$ cat config.mk
export PLATFORM = sky130hd
export DESIGN_NAME = twiddle_fetch_seq_flat
export DESIGN_NICKNAME = d
export VERILOG_FILES = /design/src/rtl/twiddle_fetch_seq_if.sv /design/src/rtl/twiddle_fetch_seq.sv /design/src/flat_wrapper.sv
export SDC_FILE = /design/constraint.sdc
export NUM_CORES = 1
export LEC_CHECK = 0
export BUFFER_PORTS_ARGS = -buffer_cell sky130_fd_sc_hd__buf_2
export CAP_MARGIN = 5
export CORE_AREA = 2 2 77 79
export DETAILED_ROUTE_END_ITERATION = 16
export DIE_AREA = 0 0 79 81
export GPL_TIMING_DRIVEN = 0
export PLACE_DENSITY_LB_ADDON = 0.12
export SKIP_CTS_REPAIR_TIMING = 1
export SLEW_MARGIN = 10
export SYNTH_ARGS = -nofsm -noshare
export SYNTH_HDL_FRONTEND = slang
export SYNTH_SLANG_ARGS = --single-unit
$ cat constraint.sdc
create_clock -name clk -period 2.9 [get_ports clk]
set_clock_uncertainty 0.05 [all_clocks]
set_input_delay 0.29 -clock clk [delete_from_list [all_inputs] [get_ports clk]]
set_output_delay 0.29 -clock clk [all_outputs]
set_load 0.005 [all_outputs]
$ cat src/rtl/twiddle_fetch_seq_if.sv
// Coefficient stream from twiddle_fetch_seq to the FFT butterfly datapath (valid/ready).
interface twiddle_fetch_seq_if #(
   parameter int DATA_W = 16
);
   logic              tw_valid;
   logic              tw_ready;
   logic [DATA_W-1:0] tw_data;
   logic [2:0]        tw_stage;
   logic [1:0]        tw_idx;
   logic              tw_last;

   modport master (output tw_valid, tw_data, tw_stage, tw_idx, tw_last, input tw_ready);
   modport slave  (input tw_valid, tw_data, tw_stage, tw_idx, tw_last, output tw_ready);
endinterface

$ cat src/rtl/twiddle_fetch_seq.sv
// Walks the twiddle ROM (ROWS x 4, 1-cycle read) and streams tagged coefficients; first valid 2 cycles after start.
// tw_ready low stalls issue through a 2-entry skid FIFO credit; TWIDDLE_CONJ_EN selects saturating negation at push.

module twiddle_skid_fifo #(
   parameter int WIDTH = 8,
   parameter int DEPTH = 2
)(
   input  logic                       clk,
   input  logic                       rst,
   input  logic                       push,
   input  logic [WIDTH-1:0]           push_dat,
   input  logic                       pop,
   output logic [WIDTH-1:0]           head_dat,
   output logic [$clog2(DEPTH+1)-1:0] count
);
   localparam int AW = (DEPTH > 1) ? $clog2(DEPTH) : 1;
   localparam int CW = $clog2(DEPTH+1);

   logic [WIDTH-1:0] mem [DEPTH];
   logic [AW-1:0]    wr_ptr;
   logic [AW-1:0]    rd_ptr;

   // DEPTH is a power of two, so the pointers wrap on their own.
   always_ff @(posedge clk) begin
      if (rst) begin
         wr_ptr <= '0;
         rd_ptr <= '0;
         count  <= '0;
         for (int i = 0; i < DEPTH; i++) mem[i] <= '0;
      end else begin
         if (push) begin
            mem[wr_ptr] <= push_dat;
            wr_ptr      <= wr_ptr + AW'(1);
         end
         if (pop) rd_ptr <= rd_ptr + AW'(1);
         case ({push, pop})
            2'b10:   count <= count + CW'(1);
            2'b01:   count <= count - CW'(1);
            default: ;
         endcase
      end
   end

   assign head_dat = mem[rd_ptr];
endmodule

module twiddle_fetch_seq #(
   parameter int ROWS       = 7,
   parameter int DATA_W     = 16,
   parameter int ADDR_W     = 5,
   parameter int FIFO_DEPTH = 2
)(
   input  logic                clk,
   input  logic                rst,
   input  logic                start,
   output logic                busy,
   output logic                done,
   output logic [ADDR_W-1:0]   rom_addr,
   input  logic [DATA_W-1:0]   rom_data,
   twiddle_fetch_seq_if.master tw
);
   localparam int               CW        = $clog2(FIFO_DEPTH+1);
   localparam logic [ADDR_W-1:0] ADDR_LAST = ADDR_W'(4*ROWS-1);

   typedef enum logic [1:0] {IDLE, ISSUE, DRAIN} state_t;

   typedef struct packed {
      logic       vld;
      logic [2:0] stage;
      logic [1:0] idx;
   } tag_t;

   typedef struct packed {
      logic [DATA_W-1:0] data;
      logic [2:0]        stage;
      logic [1:0]        idx;
      logic              last;
   } entry_t;

   state_t            state, state_nxt;
   logic [ADDR_W-1:0] cnt;
   tag_t              tag;
   entry_t            push_ent, head_ent;
   logic [CW-1:0]     fifo_count;
   logic [CW:0]       occ;
   logic              xfer, credit_ok, issue, done_nxt;
   logic [DATA_W-1:0] push_data;

   assign xfer      = tw.tw_valid & tw.tw_ready;
   // An in-flight read must always find a free FIFO slot when it lands.
   assign occ       = (CW+1)'(fifo_count) + (CW+1)'(tag.vld);
   assign credit_ok = (occ < (CW+1)'(2)) || xfer;

   always_comb begin
      state_nxt = state;
      issue     = 1'b0;
      done_nxt  = 1'b0;
      case (state)
         IDLE:  if (start && !done) state_nxt = ISSUE;
         ISSUE: begin
            issue = credit_ok;
            if (issue && cnt == ADDR_LAST) state_nxt = DRAIN;
         end
         DRAIN: begin
            if (!tag.vld && (fifo_count == '0 || (fifo_count == CW'(1) && xfer))) begin
               state_nxt = IDLE;
               done_nxt  = 1'b1;
            end
         end
         default: state_nxt = IDLE;
      endcase
   end

   always_ff @(posedge clk) begin
      if (rst) begin
         state <= IDLE;
         cnt   <= '0;
         tag   <= '0;
         done  <= 1'b0;
      end else begin
         state     <= state_nxt;
         done      <= done_nxt;
         tag.vld   <= issue;
         tag.stage <= cnt[4:2];
         tag.idx   <= cnt[1:0];
         if (state == IDLE && state_nxt == ISSUE)
            cnt <= '0;
         else if (issue && cnt != ADDR_LAST)
            cnt <= cnt + ADDR_W'(1);
      end
   end

`ifdef TWIDDLE_CONJ_EN
   // Conjugate for the inverse FFT; the most negative word has no positive twin, so clamp it.
   assign push_data = (rom_data == {1'b1, {(DATA_W-1){1'b0}}}) ? {1'b0, {(DATA_W-1){1'b1}}}
                                                                : (~rom_data + DATA_W'(1));
`else
   assign push_data = rom_data;
`endif

   always_comb begin
      push_ent       = '0;
      push_ent.data  = push_data;
      push_ent.stage = tag.stage;
      push_ent.idx   = tag.idx;
      push_ent.last  = (tag.stage == 3'(ROWS-1)) && (tag.idx == 2'd3);
   end

   twiddle_skid_fifo #(
      .WIDTH($bits(entry_t)),
      .DEPTH(FIFO_DEPTH)
   ) u_fifo (
      .clk      (clk),
      .rst      (rst),
      .push     (tag.vld),
      .push_dat (push_ent),
      .pop      (xfer),
      .head_dat (head_ent),
      .count    (fifo_count)
   );

   assign rom_addr    = cnt;
   assign busy        = (state != IDLE);
   assign tw.tw_valid = (fifo_count != '0);
   assign tw.tw_data  = head_ent.data;
   assign tw.tw_stage = head_ent.stage;
   assign tw.tw_idx   = head_ent.idx;
   assign tw.tw_last  = head_ent.last;
endmodule

$ cat src/flat_wrapper.sv
// flat-port wrapper written by rule: the top's interface ports become plain ports
module twiddle_fetch_seq_flat 
#(
   parameter int ROWS       = 7,
   parameter int DATA_W     = 16,
   parameter int ADDR_W     = 5,
   parameter int FIFO_DEPTH = 2
)
  (clk, rst, start, busy, done, rom_addr, rom_data, tw_tw_valid, tw_tw_data, tw_tw_stage, tw_tw_idx, tw_tw_last, tw_tw_ready);
  twiddle_fetch_seq_if #(.DATA_W(DATA_W)) tw_i ();
  input  logic clk;
  input  logic rst;
  input  logic start;
  output logic busy;
  output logic done;
  output logic [ADDR_W-1:0] rom_addr;
  input  logic [DATA_W-1:0] rom_data;
  output wire logic [$bits(tw_i.tw_valid)-1:0] tw_tw_valid;
  output wire logic [$bits(tw_i.tw_data)-1:0] tw_tw_data;
  output wire logic [$bits(tw_i.tw_stage)-1:0] tw_tw_stage;
  output wire logic [$bits(tw_i.tw_idx)-1:0] tw_tw_idx;
  output wire logic [$bits(tw_i.tw_last)-1:0] tw_tw_last;
  input wire logic [$bits(tw_i.tw_ready)-1:0] tw_tw_ready;
  assign tw_tw_valid = tw_i.tw_valid;
  assign tw_tw_data = tw_i.tw_data;
  assign tw_tw_stage = tw_i.tw_stage;
  assign tw_tw_idx = tw_i.tw_idx;
  assign tw_tw_last = tw_i.tw_last;
  assign tw_i.tw_ready = tw_tw_ready;
  twiddle_fetch_seq #(.ROWS(ROWS), .DATA_W(DATA_W), .ADDR_W(ADDR_W), .FIFO_DEPTH(FIFO_DEPTH)) u_core (.clk(clk), .rst(rst), .start(start), .busy(busy), .done(done), .rom_addr(rom_addr), .rom_data(rom_data), .tw(tw_i));
endmodule
==> metrics.yaml <==
status:
  outcome: "finished clean"
hold_path:
  hp-start: "rom_data[0]"
  hold_path_class: "in -> reg"
global_route:
  first_global_vias: 1721
  grt_antenna_before_repair: 0
  global_route.usage.met3_pct: 4.333
  use_met1_pct: 19.80
  grt_first_pass_wirelength_mm: 8.024
  grt_use_met2_pct: 27.54
  grt_max_degree: 23
  top_usage_layer: "met2"
  grtUsageTotal_pct: 16.47
  overflow: 0
timing:
  setup_viol: 0
  rsz0062_at_grt: "no"
  fmax_mhz: 475.8
  totalNegativeSetupSlack_ns: 0
  period_share_pct: 72.48
  hold_viol_final: 0
  fin_crit_ns: 2.102
  drv_slew: 0
  tightest_slew_ns: 0.7443
  maxSlewHeadroom_pct: 50.35
cells_and_area:
  final_cells: 352
  drive_gt1_share_pct: 34.30
  final_common_cell: "buf_2"
  layout_common_cells: "49 x buf_2, 44 x edfxtp_1, 42 x and2_1"
  n_fill_cell: 472
  area_growth_pct: 21.35
  multi_input_area_um2: 955.9
  antennaDiodeCount: 0
  fin_nets: 296
  seq_area_um2: 1702
clock_network:
  clk_latency_ns: 0.32
  cts.sinks: 63
  path_clk_slew_ns: 0.07
  cts_root_buf: "clkbuf_8"
  cts.path.max_buffers: 2
  cts_tree: "built"
  numCtsBuffers: 9
  ctsHtreeMaxLevel: 3
route:
  ant_nets: 0
  firstDrtPassIters: 6
  vias: 1727
  drc_errors: 0
  wl_mm: 4.746
  wl_per_cell_um: 13.48
  drt-initial-drc-count: 117
  viasPerCell: 4.906
synth:
  synth_edf_count: 44
  synthCells: 211
  syn_area_um2: 2725
  syn_nets: 235
  postSynth.asyncResetShare_pct: 0
  ys.warnings.count: 0
  ys_types: 37
  synth-main-ff-cell: "edfxtp_1"
  ys_ff_latch: 63
  syn_avg_cell_area_um2: 12.92
  ys_seq_area_share_pct: 62.44
placement:
  gp_congestion: 0.7032
  dp.final_hpwl_mm: 3.233
  port_buffers: 49
  dp_cells: 336
floorplanning:
  start_util_pct: 48.02
  die_area_um2: 6399
  die_x_um: 79
  core_um2: 5675
  io_pins: 50
  die_y_um: 81
  row_count: 28
worst_setup_path:
  max_stage_delay_ns: 0.50
  cpMaxStageDelayCell: "buf_1"
  arrival_ns: 1.76
  crit_chain: "buf_1 > mux2_2 > buf_2"
  timing.rr.start: "u_core.u_fifo.count[0]"
  cp.required_ns: 2.56
  cp-start-kind: "flip-flop"
  end_kind: "output port"
  critPathMaxFanout: 10
  worstSetupPathType: "reg -> out"
power:
  leakage_nw: 1.347
  irDropWorstVdd_v: 0.0003644
  p_per_area_nw_per_um2: 740.7
run:
  drv_cap: 0
## power breakdown
part | internal [mW] | switching [mW]
Sequential | 1.04 | 0.0441
Combinational | 0.264 | 0.255
Clock | 0.531 | 0.312
## worst max-delay path, delay by kind of cell, from the launching register on
family / cells / cell delay (ns)
muxes: 1 / 0.40
DFF: 1 / 0.41
buffers and inverters: 2 / 0.62
## cells in the mapped netlist, drive strengths merged, types with 2 or more instances
cell type,number,area share (%)
ha,4,1.8
dfxtp,19,14
or4,3,0.83
nand2,7,0.96
nor2,12,1.7
clkbuf,6,0.83
xnor2,2,0.64
buf,3,0.69
and2,42,9.6
a21oi,4,0.87
nor2b,6,1.7
o21ai,4,0.73
xor2,2,0.64
inv,8,1.1
edfxtp,44,48
mux2,22,9.1
nor4,4,0.92
or2,3,0.69
nand3,2,0.37
o211ai,3,1.0
## logic make-up after synthesis
group                    Yosys count  share of synthesized area [%]
AO/OA/AOI/OAI                     15                          3.810
adder cells (fa/ha/maj)            4                          1.837
XOR/XNOR                           4                          1.286
multiplexers                      22                          9.091
buffers and inverters             17                          2.617
flip-flops                        63                          62.44
AND/OR/NAND/NOR                   86                          18.92
## stage by stage
step / total power [mW] / setup slack, ns / instance area [um^2] / util, % / hold WS (ns)
2_1_floorplan: 1.452 / 0.8689 / 2725 / - / 0.4233
3_3_place_gp: 1.623 / 0.1528 / 3064 / 53.99 / 0.4488
3_5_place_dp: 1.634 / 0.7582 / 3083 / 54.32 / 0.4529
4_1_cts: 2.478 / 0.7521 / 3307 / 58.27 / 0.1837
5_1_grt: 2.580 / 0.6675 / 3307 / 58.27 / 0.1929
6_report: 2.449 / 0.7981 / 3307 / 58.27 / 0.1943
## layout make-up
type                       instances  area share, %
sequential                        63          51.46
multi-input combinational        131          28.91
timing repair buffer              50          7.870
clock buffer                      13          4.805
tap                               75          2.838
clock inverter                     3          1.967
buffer                             9          1.249
inverter                           8         0.9081
## worst paths after layout
path / endpoint / slack (ns) / depth (start not counted)
worst max-delay path: tw_tw_data[8] / 0.80 / 3
worst min-delay path: u_core.u_fifo.mem[0][6] / 0.19 / 2
worst min register to register: u_core.state[0] / 0.47 / 1
worst max register to register: u_core.rom_addr[3] / 1.07 / 7
## metal layers
| metal | part of all wire (%) | up-vias | routed length, um |
|---|---|---|---|
| met5 | 0 | - | 0 |
| met3 | 3.9 | 9 | 183 |
| met1 | 44 | 820 | 2092 |
| met2 | 50 | 37 | 2381 |
| met4 | 1.9 | 0 | 89 |
| li1 | - | 861 | - |
## state kept, by name, summed over array words and instances (netlist names), named ones only
register,flops
u_core.done,1
u_core.tag,1
u_core.push_ent,5
u_core.u_fifo.wr_ptr,1
u_core.rom_addr,5
u_core.u_fifo.count,2
u_core.state,2
u_core.u_fifo.rd_ptr,1
u_core.u_fifo.mem,44
Power figures use the tool's default switching activity.
